`src/rtl/imem_loader.sv`:
```
// Byte-stream loader for the writable instruction memory: packs bytes little-endian into
// DATA_WIDTH words and issues one registered write per word at consecutive addresses.
module imem_loader #(
  parameter int unsigned ADDRESS_WIDTH = 8,
  parameter int unsigned DATA_WIDTH    = 8
) (
  input  logic                     clk,
  input  logic                     rst,
  input  logic                     start,
  input  logic [ADDRESS_WIDTH-1:0] base_addr,
  input  logic [ADDRESS_WIDTH:0]   length,
  input  logic                     in_valid,
  input  logic [7:0]               in_data,
  output logic                     in_ready,
  output logic                     we,
  output logic [ADDRESS_WIDTH-1:0] wa,
  output logic [DATA_WIDTH-1:0]    wd,
  output logic                     busy,
  output logic                     done,
  output logic [7:0]               checksum
);

  localparam int unsigned Bytes    = DATA_WIDTH / 8;
  localparam int unsigned LaneW    = (Bytes > 1) ? $clog2(Bytes) : 1;
  localparam logic [LaneW-1:0] LastLane = LaneW'(Bytes - 1);
  localparam logic [ADDRESS_WIDTH:0] OneWord = (ADDRESS_WIDTH + 1)'(1);

  localparam logic [1:0] StIdle  = 2'd0;
  localparam logic [1:0] StLoad  = 2'd1;
  localparam logic [1:0] StFlush = 2'd2;
  localparam logic [1:0] StDone  = 2'd3;

  logic [1:0]               state, state_next;
  logic [ADDRESS_WIDTH-1:0] addr, addr_next;
  logic [ADDRESS_WIDTH:0]   words_left, words_left_next;
  logic [LaneW-1:0]         lane, lane_next;
  logic [DATA_WIDTH-1:0]    word_buf, word_buf_next, word_full;
  logic [7:0]               checksum_next;
  logic                     we_next;
  logic [ADDRESS_WIDTH-1:0] wa_next;
  logic [DATA_WIDTH-1:0]    wd_next;

  assign in_ready = (state == StLoad);
  assign busy     = (state == StLoad) || (state == StFlush);
  assign done     = (state == StDone);

  // Partial word with the incoming byte merged into its lane; used both to keep
  // accumulating and, on the last lane, as the word to write.
  always_comb begin
    word_full = word_buf;
    word_full[8*lane +: 8] = in_data;
  end

  always_comb begin
    state_next      = state;
    addr_next       = addr;
    words_left_next = words_left;
    lane_next       = lane;
    word_buf_next   = word_buf;
    checksum_next   = checksum;
    we_next         = 1'b0;
    wa_next         = wa;
    wd_next         = wd;

    case (state)
      StIdle: begin
        if (start) begin
          addr_next       = base_addr;
          words_left_next = length;
          lane_next       = '0;
          word_buf_next   = '0;
          checksum_next   = '0;
          state_next      = (length == '0) ? StDone : StLoad;
        end
      end
      StLoad: begin
        if (in_valid) begin
          checksum_next = checksum + in_data;
          word_buf_next = word_full;
          if (lane == LastLane) begin
            we_next         = 1'b1;
            wa_next         = addr;
            wd_next         = word_full;
            addr_next       = addr + 1'b1;
            words_left_next = words_left - 1'b1;
            lane_next       = '0;
            if (words_left == OneWord) begin
              state_next = StFlush;
            end
          end else begin
            lane_next = lane + 1'b1;
          end
        end
      end
      StFlush: begin
        state_next = StDone;
      end
      default: begin
        state_next = StIdle;
      end
    endcase
  end

  always_ff @(posedge clk or posedge rst) begin
    if (rst) begin
      state      <= StIdle;
      addr       <= '0;
      words_left <= '0;
      lane       <= '0;
      word_buf   <= '0;
      checksum   <= '0;
      we         <= 1'b0;
      wa         <= '0;
      wd         <= '0;
    end else begin
      state      <= state_next;
      addr       <= addr_next;
      words_left <= words_left_next;
      lane       <= lane_next;
      word_buf   <= word_buf_next;
      checksum   <= checksum_next;
      we         <= we_next;
      wa         <= wa_next;
      wd         <= wd_next;
    end
  end

endmodule

```
`config.mk`:
```
export PLATFORM = sky130hd
export DESIGN_NAME = imem_loader
export DESIGN_NICKNAME = d
export VERILOG_FILES = /design/src/rtl/imem_loader.sv
export SDC_FILE = /design/constraint.sdc
export NUM_CORES = 1
export LEC_CHECK = 0
export BUFFER_PORTS_ARGS = -buffer_cell sky130_fd_sc_hd__buf_4
export CAP_MARGIN = 20
export CORE_MARGIN = 2
export CORE_UTILIZATION = 25
export DETAILED_ROUTE_END_ITERATION = 12
export GPL_ROUTABILITY_DRIVEN = 0
export HOLD_SLACK_MARGIN = 0.08
export PLACE_DENSITY = 0.53
export SLEW_MARGIN = 10
export SYNTH_ARGS = -nofsm -noshare
export SYNTH_HDL_FRONTEND = slang
export SYNTH_SLANG_ARGS = --single-unit
```
`constraint.sdc`:
```
create_clock -name clk -period 2.6 [get_ports clk]
set_clock_uncertainty 0.2 [all_clocks]
set_input_delay 0.26 -clock clk [delete_from_list [all_inputs] [get_ports clk]]
set_output_delay 0.26 -clock clk [all_outputs]
set_load 0.005 [all_outputs]
```
**Word-level counts from Yosys, hierarchy flattened**

Cells that the tools add are included.

- Reduce and logical (&&, ||, !) cells: 8
- $add $sub $neg: 5
- Equal/unequal tests: 8
- $mul: 0
- Shift-type cells: 2
- Bitwise logic cells: 1
- $lt $le $gt $ge: 0
- Div/mod/pow operators: 0
- Mux-type cells: 27

Operators by type and width:

| operator | number |
|---|---|
| 2-to-1 mux 8 bit | 6 |
| one-hot mux 8 bit (2 select lines) | 3 |
| negator 4 -> 34 bit | 1 |
| variable shift 8 x 34 -> 8 bit (first input constant) | 1 |
| variable part select 8 x 34 -> 8 bit | 1 |
| 2-to-1 mux 9 bit | 3 |
| one-hot mux 9 bit (2 select lines) | 1 |
| 2-to-1 mux 2 bit | 5 |
| equality test 9 x 1 -> 1 bit (second input constant) | 1 |
| logical NOT 9 bit | 1 |
| subtractor 9 x 1 -> 9 bit (second input constant) | 1 |
| adder 8 x 1 -> 8 bit (second input constant) | 1 |
| adder 8 bit | 1 |
| bitwise mux 8 bit | 1 |
| AND reduction 4 bit | 2 |
| 2-to-1 mux 1 bit | 6 |
| != test 2 bit (second input constant) | 3 |
| one-hot mux 2 bit (3 select lines) | 1 |
| AND reduction 3 bit | 2 |
| equality test 2 bit (second input constant) | 2 |
| equality test 2 x 1 -> 1 bit (second input constant) | 1 |
| logical NOT 2 bit | 1 |
| != test 2 x 1 -> 1 bit (second input constant) | 1 |
| one-hot mux 1 bit (2 select lines) | 1 |
| other kinds (4) | 4 |

- Output and inout port bits: 28
- Bits in writable memories: 0
- Bits in read-only memories: 0
- Bits in latches: 0
- Memories kept: 0
- Logic and storage cells: 60
- Register bits: 53
- Input port bits: 29

**Longest topological paths before layout**

Gate-level depths: netlist of run 1.

- Depth in word-level cells: 5
- Depth in mapped cells: 8
- Mapped depth without buffers: 7

**Least setup slack after synthesis of run 1**

OpenSTA, ideal clock, no wires.

- Kind: register to register
- From: register state[1]
- To: register addr[3]
- Slack: 0.565 ns
- Arrival: 1.698 ns
- Data required time: 2.263 ns
- Path buffers: 2
- Library setup time: 0.137 ns
- Cell stages (with the launch flop): 8
- Clock period less this slack: 2.035 ns
- Path through: dfrtp_1 inv_1 ha_1 nand2b_1 a21oi_1 clkbuf_1 clkbuf_1 a21oi_1

- Cells in the longest elaborated chain, start to end: 3
- Elaborated cells between the ends (all ways): 8
- Classes of those cells: eq/ne: 4; mux: 1; reduce/logical: 3

RTL lines:

| element | line | RTL |
|---|---|---|
| start: declaration | 33 | `logic [1:0] state, state_next;` |
| start signal: assignment | 106 | `state <= StIdle;` |
| start signal: assignment | 116 | `state <= state_next;` |
| equality test 2 x 1 -> 1 bit * | -- |  |
| net in_ready | 14 | `output logic in_ready,` |
| != test 2 bit (no source line) or nonzero test 2 bit (tied branches) | -- |  |
| AND reduction 4 bit (no source line) | -- |  |
| end signal: assignment | 117 | `addr <= addr_next;` |
| end: declaration | 34 | `logic [ADDRESS_WIDTH-1:0] addr, addr_next;` |

Mark *: on every way through the listed nets, which the timed path passes. The rest lies on a longest branch.
A chain may end at the register's enable or synchronous reset.

**Final worst setup path of run 1**

- From: input in_data[2]
- To: register checksum[7]

- Cells in the longest elaborated chain, start to end: 3

RTL lines:

| element | line | RTL |
|---|---|---|
| start: declaration | 13 | `input logic [7:0] in_data,` |
| adder 8 bit | 78 | `checksum_next = checksum + in_data;` |
| 2-to-1 mux 8 bit | 77 | `if (in_valid) begin` |
| one-hot mux 8 bit (2 select lines) | 65 | `case (state)` |
| end signal: assignment | 121 | `checksum <= checksum_next;` |
| end: declaration | 20 | `output logic [7:0] checksum` |

Every way passes these cells. The select of a mux whose other input is x is not followed.

==> impl_metrics.ini, run 1 <==
[detailed_routing]
viasPerCell = 4.60
drt_first_pass_iters = 4
ant_nets = 0
vias = 2042
drc_errors = 0
routedWlPerCell_um = 13.5
drt_iter0_markers = 45
wl_mm = 5.99

[worst_setup_path]
required_ns = 2.61
worst-r2r-cell-count = 8
cp-start-kind = primary input
setup.worst_path.end_class = register
critical_path.max_fanout = 4
cp_data_arrival_time_ns = 2.35
r2r_slack_ns = 0.40
worstReg2RegEnd = words_left[8]
rr_startpoint = state[0]
crit_type = in2reg

[run_status]
status = completed

[die]
fp.coreArea_um2 = 9280
ios = 57
fp.dieArea_um2 = 10400
rows = 35
die_h_um = 102
initial_core_util = 0.260
dieWidth_um = 102

[finish]
fin_util = 0.354
most-common-layout-cells = 62 x buf_4, 44 x dfrtp_1, 26 x a21oi_1
n_fill_cell = 991
final_common_cell = buf_4
nets = 358
multi_input_area_um2 = 1240
area_delta_synth_final_pct = 36.3
drive_gt1_frac = 0.292
seqCellArea_um2 = 1100
n_antenna_cell = 0

[clock_tree]
cts-root-buf = clkbuf_8
cts.clk_slew.worst_paths_ns = 0.09
cts_buffers = 5
clk_latency_ns = 0.30
postCtsSetupBuffers = 0
cts_tree = yes
htree_levels = 2
cts.sinks = 44
clockBufferDepth = 2

[power_and_ir_drop]
p_leak_uw = 0.00146
vdd_drop_max_uv = 462
p_per_area_nw_per_um2 = 1120

[hold_path]
min_to = words_left[4]
hold_class = in2reg
holdPathStages = 3
min-delay-start = length[4]

[logic_synthesis]
yosys_warnings = 0
syn-num-nets = 281
synth_top_family_by_area = compound AO/OA/AOI/OAI gates
synthMuxAreaShare = 0.105
synth-compound-area-share = 0.170
synth_fa_ha_area_frac = 0.0810
ys_types = 41
synth-simple-area-share = 0.143
ys_seq_area_frac = 0.457
syn_area_per_cell_um2 = 10.2
ys_ff_latch = 44
syn_inst = 237
synth_xor_area_frac = 0.0145
syn_area_um2 = 2410

[global_route]
grt_pass1_vias = 2132
grtUsageTotal = 0.122
grt_overflow = 0
grt_pass1_wl_mm = 10.1
antenna_found_initial = 0
grt_max_degree = 38

[placed_design]
portBuffers = 56
place_ws_ns = 0.359
dp_hpwl_mm = 4.37

[sta]
min_period_ns = 2.33
fin_hold_ws_ns = 0.0756
tightest_slew_ns = 0.717
slew_headroom = 0.521
rsz0062_at_grt = no
hold_viol_final = 0
timing.fmax_ghz = 0.429
setup_viol = 0
setup_slack_ns = 0.267
fin_crit_sh = 0.897
final_max_slew_viol_count = 0
finalSetupTns_ns = 0

[run]
cap_violations = 0
[kinds of logic (layout without fill, tap and decap cells)]
group,Yosys count,count (layout)
AND/OR/NAND/NOR,64,64
multiplexers,23,23
flip-flops,44,44
AO/OA/AOI/OAI,68,68
buffers and inverters,19,97
XOR/XNOR,4,4
adder cells (fa/ha/maj),15,15
[area by class of cell]
type                       count  area share
timing repair buffer          80       0.196
inverter                       9      0.0103
clock inverter                 2      0.0107
sequential                    44       0.335
tap                          129      0.0491
multi-input combinational    174       0.376
clock buffer                   6      0.0221
[report_power, final]
part / switching [uW] / total, uW / internal, uW
Clock: 251 / 537 / 286
Sequential: 278 / 1300 / 1020
Combinational: 882 / 1840 / 958
[cells in the mapped netlist]
cell type | count | area share
or3_2 | 1 | 0.0031
a21o_1 | 3 | 0.0093
xnor2_1 | 2 | 0.0073
o22ai_1 | 7 | 0.018
nor2b_1 | 4 | 0.010
dfrtp_1 | 44 | 0.46
inv_2 | 1 | 0.0016
nor4b_1 | 1 | 0.0036
a2bb2oi_1 | 2 | 0.0073
a221oi_1 | 1 | 0.0036
a41oi_1 | 1 | 0.0036
mux2i_1 | 5 | 0.021
buf_2 | 1 | 0.0021
and3_1 | 1 | 0.0026
ha_1 | 14 | 0.073
nand2b_1 | 2 | 0.0052
a21oi_2 | 1 | 0.0036
a22o_1 | 6 | 0.022
o211ai_1 | 2 | 0.0062
a211oi_1 | 1 | 0.0031
nor2_1 | 10 | 0.016
o21ai_0 | 16 | 0.033
nor3b_1 | 2 | 0.0062
and2_1 | 1 | 0.0026
xor2_1 | 2 | 0.0073
nor4_1 | 4 | 0.010
nand4_1 | 4 | 0.010
a21oi_1 | 26 | 0.054
nand3b_1 | 1 | 0.0031
inv_1 | 8 | 0.012
nand2_1 | 21 | 0.033
nand3_1 | 5 | 0.010
or3_4 | 1 | 0.0047
mux2_2 | 18 | 0.084
or4b_4 | 1 | 0.0057
nand4b_1 | 2 | 0.0073
and4_1 | 1 | 0.0036
o21bai_1 | 2 | 0.0062
fa_1 | 1 | 0.0083
clkbuf_1 | 9 | 0.014
or3_1 | 2 | 0.0052
[registers in the layout, indices dropped and copies added, names as in the netlist]
name / cells
wd: 8
we: 1
checksum: 8
addr: 8
words_left: 9
wa: 8
state: 2
[worst max path at each step]
stage / start / to / slack, ns / cells past startpoint
after detailed placement: state[0] / words_left[8] / 0.36 / 8
after global routing: in_data[2] / checksum[7] / 0.1 / 8
final: in_data[2] / checksum[7] / 0.27 / 8
after CTS: in_data[2] / checksum[7] / 0.26 / 8
after global placement: state[0] / words_left[6] / 0.48 / 8
after floorplan: state[1] / addr[3] / 0.56 / 7
[metal layers]
metal / vias up / global-route usage / wire length [um]
li1: 1020 / - / -
met2: 46 / 0.206 / 2810
met4: 0 / 0.0236 / 37
met3: 6 / 0.0308 / 342
met5: - / 0 / 0
met1: 970 / 0.159 / 2800
[what timing repair did]
item,CTS,global route
resized for setup,0,0
hold endpoints to repair,31,0
hold buffers,18,0
setup endpoints to repair,0,0
[worst max-delay path, stage by stage]
cell and delay, ns:
dlygate4sd3_1 0.53, buf_4 0.13, ha_1 0.34, a21oi_1 0.23, a211oi_1 0.14, or3_1 0.38
and2_1 0.17, o211ai_1 0.17
[through the flow]
| step | total power [uW] | cells | area, um^2 |
|---|---|---|---|
| 2_1_floorplan | 2470 | 237 | 2410 |
| 3_3_place_gp | 3120 | 418 | 3000 |
| 3_5_place_dp | 3160 | 418 | 3000 |
| 4_1_cts | 3720 | 444 | 3290 |
| 5_1_grt | 4020 | 444 | 3290 |
| 6_report | 3670 | 444 | 3290 |
Power figures use the tool's default switching activity.
==> inputs of run 2 (changes only) <==
--- a/config.mk
+++ b/config.mk
@@ -13,6 +13,7 @@
 export GPL_ROUTABILITY_DRIVEN = 0
 export HOLD_SLACK_MARGIN = 0.08
 export PLACE_DENSITY = 0.53
+export RECOVER_POWER = 100
 export SLEW_MARGIN = 10
 export SYNTH_ARGS = -nofsm -noshare
 export SYNTH_HDL_FRONTEND = slang
==> run 2 against run 1 <==
First-iteration DRC count grew 22%. Sequential power is essentially flat. Register-to-register slack lost 0.10 ns. Critical path type unchanged. Largest power group unchanged. Highest routed layer unchanged.
==> impl_metrics.ini, run 2 (synthesis results as in run 1) <==
[worst_setup_path]
rr_startpoint = state[0]
critical_path.max_fanout = 4
cp-start-kind = primary input
crit_start = in_data[2]
required_ns = 2.61
cp_data_arrival_time_ns = 2.34
worst-r2r-cell-count = 8
setup.worst_path.end_class = register
crit_type = in2reg

[placed_design]
place_ws_ns = 0.359
dpl_cell_area_um2 = 3000
portBuffers = 56
dp_hpwl_mm = 4.37

[detailed_routing]
wl_mm = 5.97
viasPerCell = 4.54
drt_iter0_markers = 55
ant_nets = 0
vias = 2017
routedWlPerCell_um = 13.4
drt_first_pass_iters = 4
drc_errors = 0

[clock_tree]
hold_buffers = 18
cts_buffers = 5
postCtsSetupBuffers = 0
clockBufferDepth = 2
cts.sinks = 44
cts_tree = yes
htree_levels = 2
cts.clk_slew.worst_paths_ns = 0.09
clk_latency_ns = 0.30
post_cts_resized = 0
cts-root-buf = clkbuf_8

[sta]
setup_slack_ns = 0.270
slew_headroom = 0.457
rsz0062_at_grt = no
final_max_slew_viol_count = 0
finalSetupTns_ns = 0
min_period_ns = 2.33
setup_viol = 0
tightest_slew_ns = 0.815
hold_viol_final = 0
fin_hold_ws_ns = 0.0763
fin_crit_sh = 0.896
timing.fmax_ghz = 0.429

[global_route]
grt_max_degree = 38
met2_usage = 0.206
grtUsageTotal = 0.122
grt_pass1_vias = 2132
antenna_found_initial = 0
grt_pass1_wl_mm = 10.1
grt_overflow = 0
grt_use_met3 = 0.0308
use_met1 = 0.159
busiest_layer = met2

[finish]
n_fill_cell = 999
drive_gt1_frac = 0.270
final_common_cell = dfrtp_1
area_delta_synth_final_pct = 35.1
largest_register_ffs = 9
max_flop_register = words_left
multi_input_area_um2 = 1230
nets = 358
most-common-layout-cells = 44 x dfrtp_1, 27 x a21oi_1, 27 x buf_4, 27 x clkbuf_4, 21 x nand2_1
n_antenna_cell = 0
stdcell_area_um2 = 3260
seqCellArea_um2 = 1100

[hold_path]
holdPathStages = 3
min-delay-start = length[4]
hold_class = in2reg

[die]
rows = 35
ios = 57
die_h_um = 102
initial_core_util = 0.260
fp.coreArea_um2 = 9280
dieWidth_um = 102
fp.dieArea_um2 = 10400

[power_and_ir_drop]
p_per_area_nw_per_um2 = 1110
p_leak_uw = 0.00143
vdd_drop_max_uv = 453
p_total_uw = 3610

[run]
cap_violations = 0

[run_status]
status = completed
[run 2: changes by cell type in the layout (fill, tap and decap cells not counted), moves of 3 or more]
cell and delta:
clkbuf_4 +27, buf_4 -35, clkbuf_1 +5, clkbuf_2 +3
[run 2: through the flow]
step,cells,util
2_1_floorplan,237,-
3_3_place_gp,418,0.323
3_5_place_dp,418,0.323
4_1_cts,444,0.354
5_1_grt,444,0.351
6_report,444,0.351
[run 2: metal layers]
metal	part of all wire	up-vias
met4	0.0070	0
met3	0.045	5
met2	0.47	35
met5	0	-
met1	0.48	959
li1	-	1018
[run 2: worst max-delay path, cell delays in order]
cell and delay [ns]:
dlygate4sd3_1 0.53, clkbuf_4 0.14, ha_1 0.34, a21oi_1 0.23, a211oi_1 0.14, or3_1 0.38
and2_1 0.17, o211ai_1 0.17
[run 2: worst paths after layout]
kind | end | slack [ns]
setup / recovery | checksum[7] | 0.27
min in group asynchronous | wa[2] | 0.30
max in group asynchronous | wd[7] | 0.77
setup reg to reg | words_left[8] | 0.30
hold reg to reg | wd[0] | 0.31
hold / removal | words_left[4] | 0.08
[run 2: cell type report]
class	instances	area share
Tap cell	129	0.0496
Clock buffer	6	0.0223
Timing Repair Buffer	80	0.190
Sequential cell	44	0.338
Inverter	9	0.0104
Multi-Input combinational cell	174	0.379
Clock inverter	2	0.0108
[run 2: where the power goes]
| group | internal, uW | switching [uW] | leakage [uW] |
|---|---|---|---|
| Clock | 286 | 248 | 0.0000552 |
| Combinational | 901 | 881 | 0.000853 |
| Sequential | 1020 | 271 | 0.000522 |
| Total | 2210 | 1400 | 0.00143 |
==> inputs of run 3 (changes only) <==
--- a/config.mk
+++ b/config.mk
@@ -6,7 +6,7 @@
 export NUM_CORES = 1
 export LEC_CHECK = 0
 export BUFFER_PORTS_ARGS = -buffer_cell sky130_fd_sc_hd__buf_4
-export CAP_MARGIN = 20
+export CAP_MARGIN = 0
 export CORE_MARGIN = 2
 export CORE_UTILIZATION = 25
 export DETAILED_ROUTE_END_ITERATION = 12
@@ -14,6 +14,7 @@
 export HOLD_SLACK_MARGIN = 0.08
 export PLACE_DENSITY = 0.53
 export RECOVER_POWER = 100
+export REMOVE_ABC_BUFFERS = 1
 export SLEW_MARGIN = 10
 export SYNTH_ARGS = -nofsm -noshare
 export SYNTH_HDL_FRONTEND = slang
==> run 3 against run 2 <==
Global-route usage increased by 0.21 points. Clock-buffer cell count decreased by 1. Cell count increased by 0.90%. Flip-flop and latch count unchanged. Cell area increased by 2.8%. First-iteration DRC count increased by 16%. Utilization increased by 0.97 points. Via count increased by 1.8%. Register-to-register slack improved by 0.08 ns. Setup slack improved by 0.0047 ns. Critical path depth unchanged.
==> impl_metrics.ini, run 3 (synthesis results as in run 1) <==
[run_status]
status = completed

[detailed_routing]
drt_iter0_markers = 64
drc_errors = 0
wl_mm = 6.10
routedWlPerCell_um = 13.6
vias = 2053
drt_first_pass_iters = 4
ant_nets = 0
viasPerCell = 4.58

[power_and_ir_drop]
p_sw_uw = 1420
p_leak_uw = 0.00147
combPwrFrac = 0.471
switching_share = 0.369
seqPwrFrac = 0.339
vdd_drop_max_uv = 481
intPower_uw = 2420
pwr-share-clk = 0.190
p_per_area_nw_per_um2 = 1150
p_total_uw = 3840

[clock_tree]
cts_buffers = 5
cts.sinks = 44
htree_levels = 2
post_cts_resized = 0
cts-root-buf = clkbuf_8
clockBufferDepth = 2
hold_buffers = 21
cts_tree = yes
clk_latency_ns = 0.30
postCtsSetupBuffers = 0
cts.clk_slew.worst_paths_ns = 0.09

[worst_setup_path]
slowest_delay_ns = 0.53
setup.worst_path.end_class = register
crit_slowest_cell = dlygate4sd3_1
cp_data_arrival_time_ns = 2.34
path_cells = dlygate4sd3_1 > clkbuf_4 > ha_1 > a21oi_1 > a211oi_1 > or3_1 > and2_1 > o211ai_1
cp-start-kind = primary input
critical_path.max_fanout = 4
required_ns = 2.62
crit_type = in2reg

[placed_design]
dpl_cell_area_um2 = 3010
dp_hpwl_mm = 4.46
place_ws_ns = 0.340
portBuffers = 56

[finish]
drive_gt1_frac = 0.270
final_common_cell = dfrtp_1
most-common-layout-cells = 44 x dfrtp_1, 28 x buf_4, 28 x clkbuf_4
largest_register_ffs = 9
n_antenna_cell = 0
area_delta_synth_final_pct = 38.8
max_flop_register = words_left
stdcell_area_um2 = 3350
fin_util = 0.361
nets = 362

[global_route]
grt_max_degree = 42
antenna_found_initial = 0
grtUsageTotal = 0.124
grt_pass1_vias = 2001
grt_pass1_wl_mm = 10.1
grt_overflow = 0

[die]
fp.coreArea_um2 = 9280
die_h_um = 102
dieWidth_um = 102
initial_core_util = 0.260
ios = 57
fp.dieArea_um2 = 10400
rows = 35

[sta]
fin_crit_sh = 0.894
setup_slack_ns = 0.275
final_max_slew_viol_count = 0
hold_viol_final = 0
setup_viol = 0
rsz0062_at_grt = no
min_period_ns = 2.33
finalSetupTns_ns = 0
timing.fmax_ghz = 0.430
slew_headroom = 0.397
tightest_slew_ns = 0.899

[hold_path]
hold_class = in2reg

[run]
cap_violations = 0
[run 3: changes by cell type in the layout (fill, tap and decap cells not counted)]
cell	delta
clkbuf_2	-2
dlygate4sd3_1	+3
bufinv_16	+2
clkbuf_4	+1
buf_4	+1
clkinv_2	-1
[run 3: area by class of cell]
cell class / count / area, um^2
flip-flops and latches: 44 / 1100
clock buffers: 5 / 68.8
clock inverters: 3 / 90.1
multi-input cells: 174 / 1230
well taps: 129 / 161
inverters: 9 / 33.8
fillers: 978 / 5940
repair buffers: 84 / 658
[run 3: worst paths after layout]
check | cells past startpoint | slack, ns | endpoint | from
min in group asynchronous | 3 | 0.40 | addr[2] | rst
min | 3 | 0.08 | words_left[0] | length[0]
min reg2reg | 1 | 0.31 | wa[7] | wa[7]
max | 8 | 0.27 | checksum[7] | in_data[2]
max in group asynchronous | 4 | 0.74 | wa[1] | rst
max reg2reg | 8 | 0.38 | addr[5] | state[0]
[run 3: per-layer routing]
layer / GRT usage / wire (um)
met5: 0 / 0
met4: 0.0267 / 17
met3: 0.0342 / 308
met2: 0.197 / 2900
met1: 0.169 / 2870
[run 3: worst max-delay path: cells and delay by family]
family          cells  cell delay (ns)
buf+inv             2             0.67
fa+ha+maj           1             0.34
compound gates      3             0.55
simple gates        2             0.53
[run 3: stage by stage]
step	instances	hold WS [ns]
finish	448	0.0837
global route	448	0.132
CTS	448	0.0830
detailed placement	419	0.205
global placement	419	0.196
floorplan	227	0.211
[run 3: power groups by stage]
| stage | combinational [uW] | sequential [uW] | clock [uW] |
|---|---|---|---|
| 2_1_floorplan | 1160 | 1260 | 0 |
| 3_3_place_gp | 1810 | 1310 | 0 |
| 3_5_place_dp | 1850 | 1320 | 0 |
| 4_1_cts | 1890 | 1310 | 753 |
| 5_1_grt | 2050 | 1360 | 778 |
| 6_report | 1810 | 1300 | 728 |
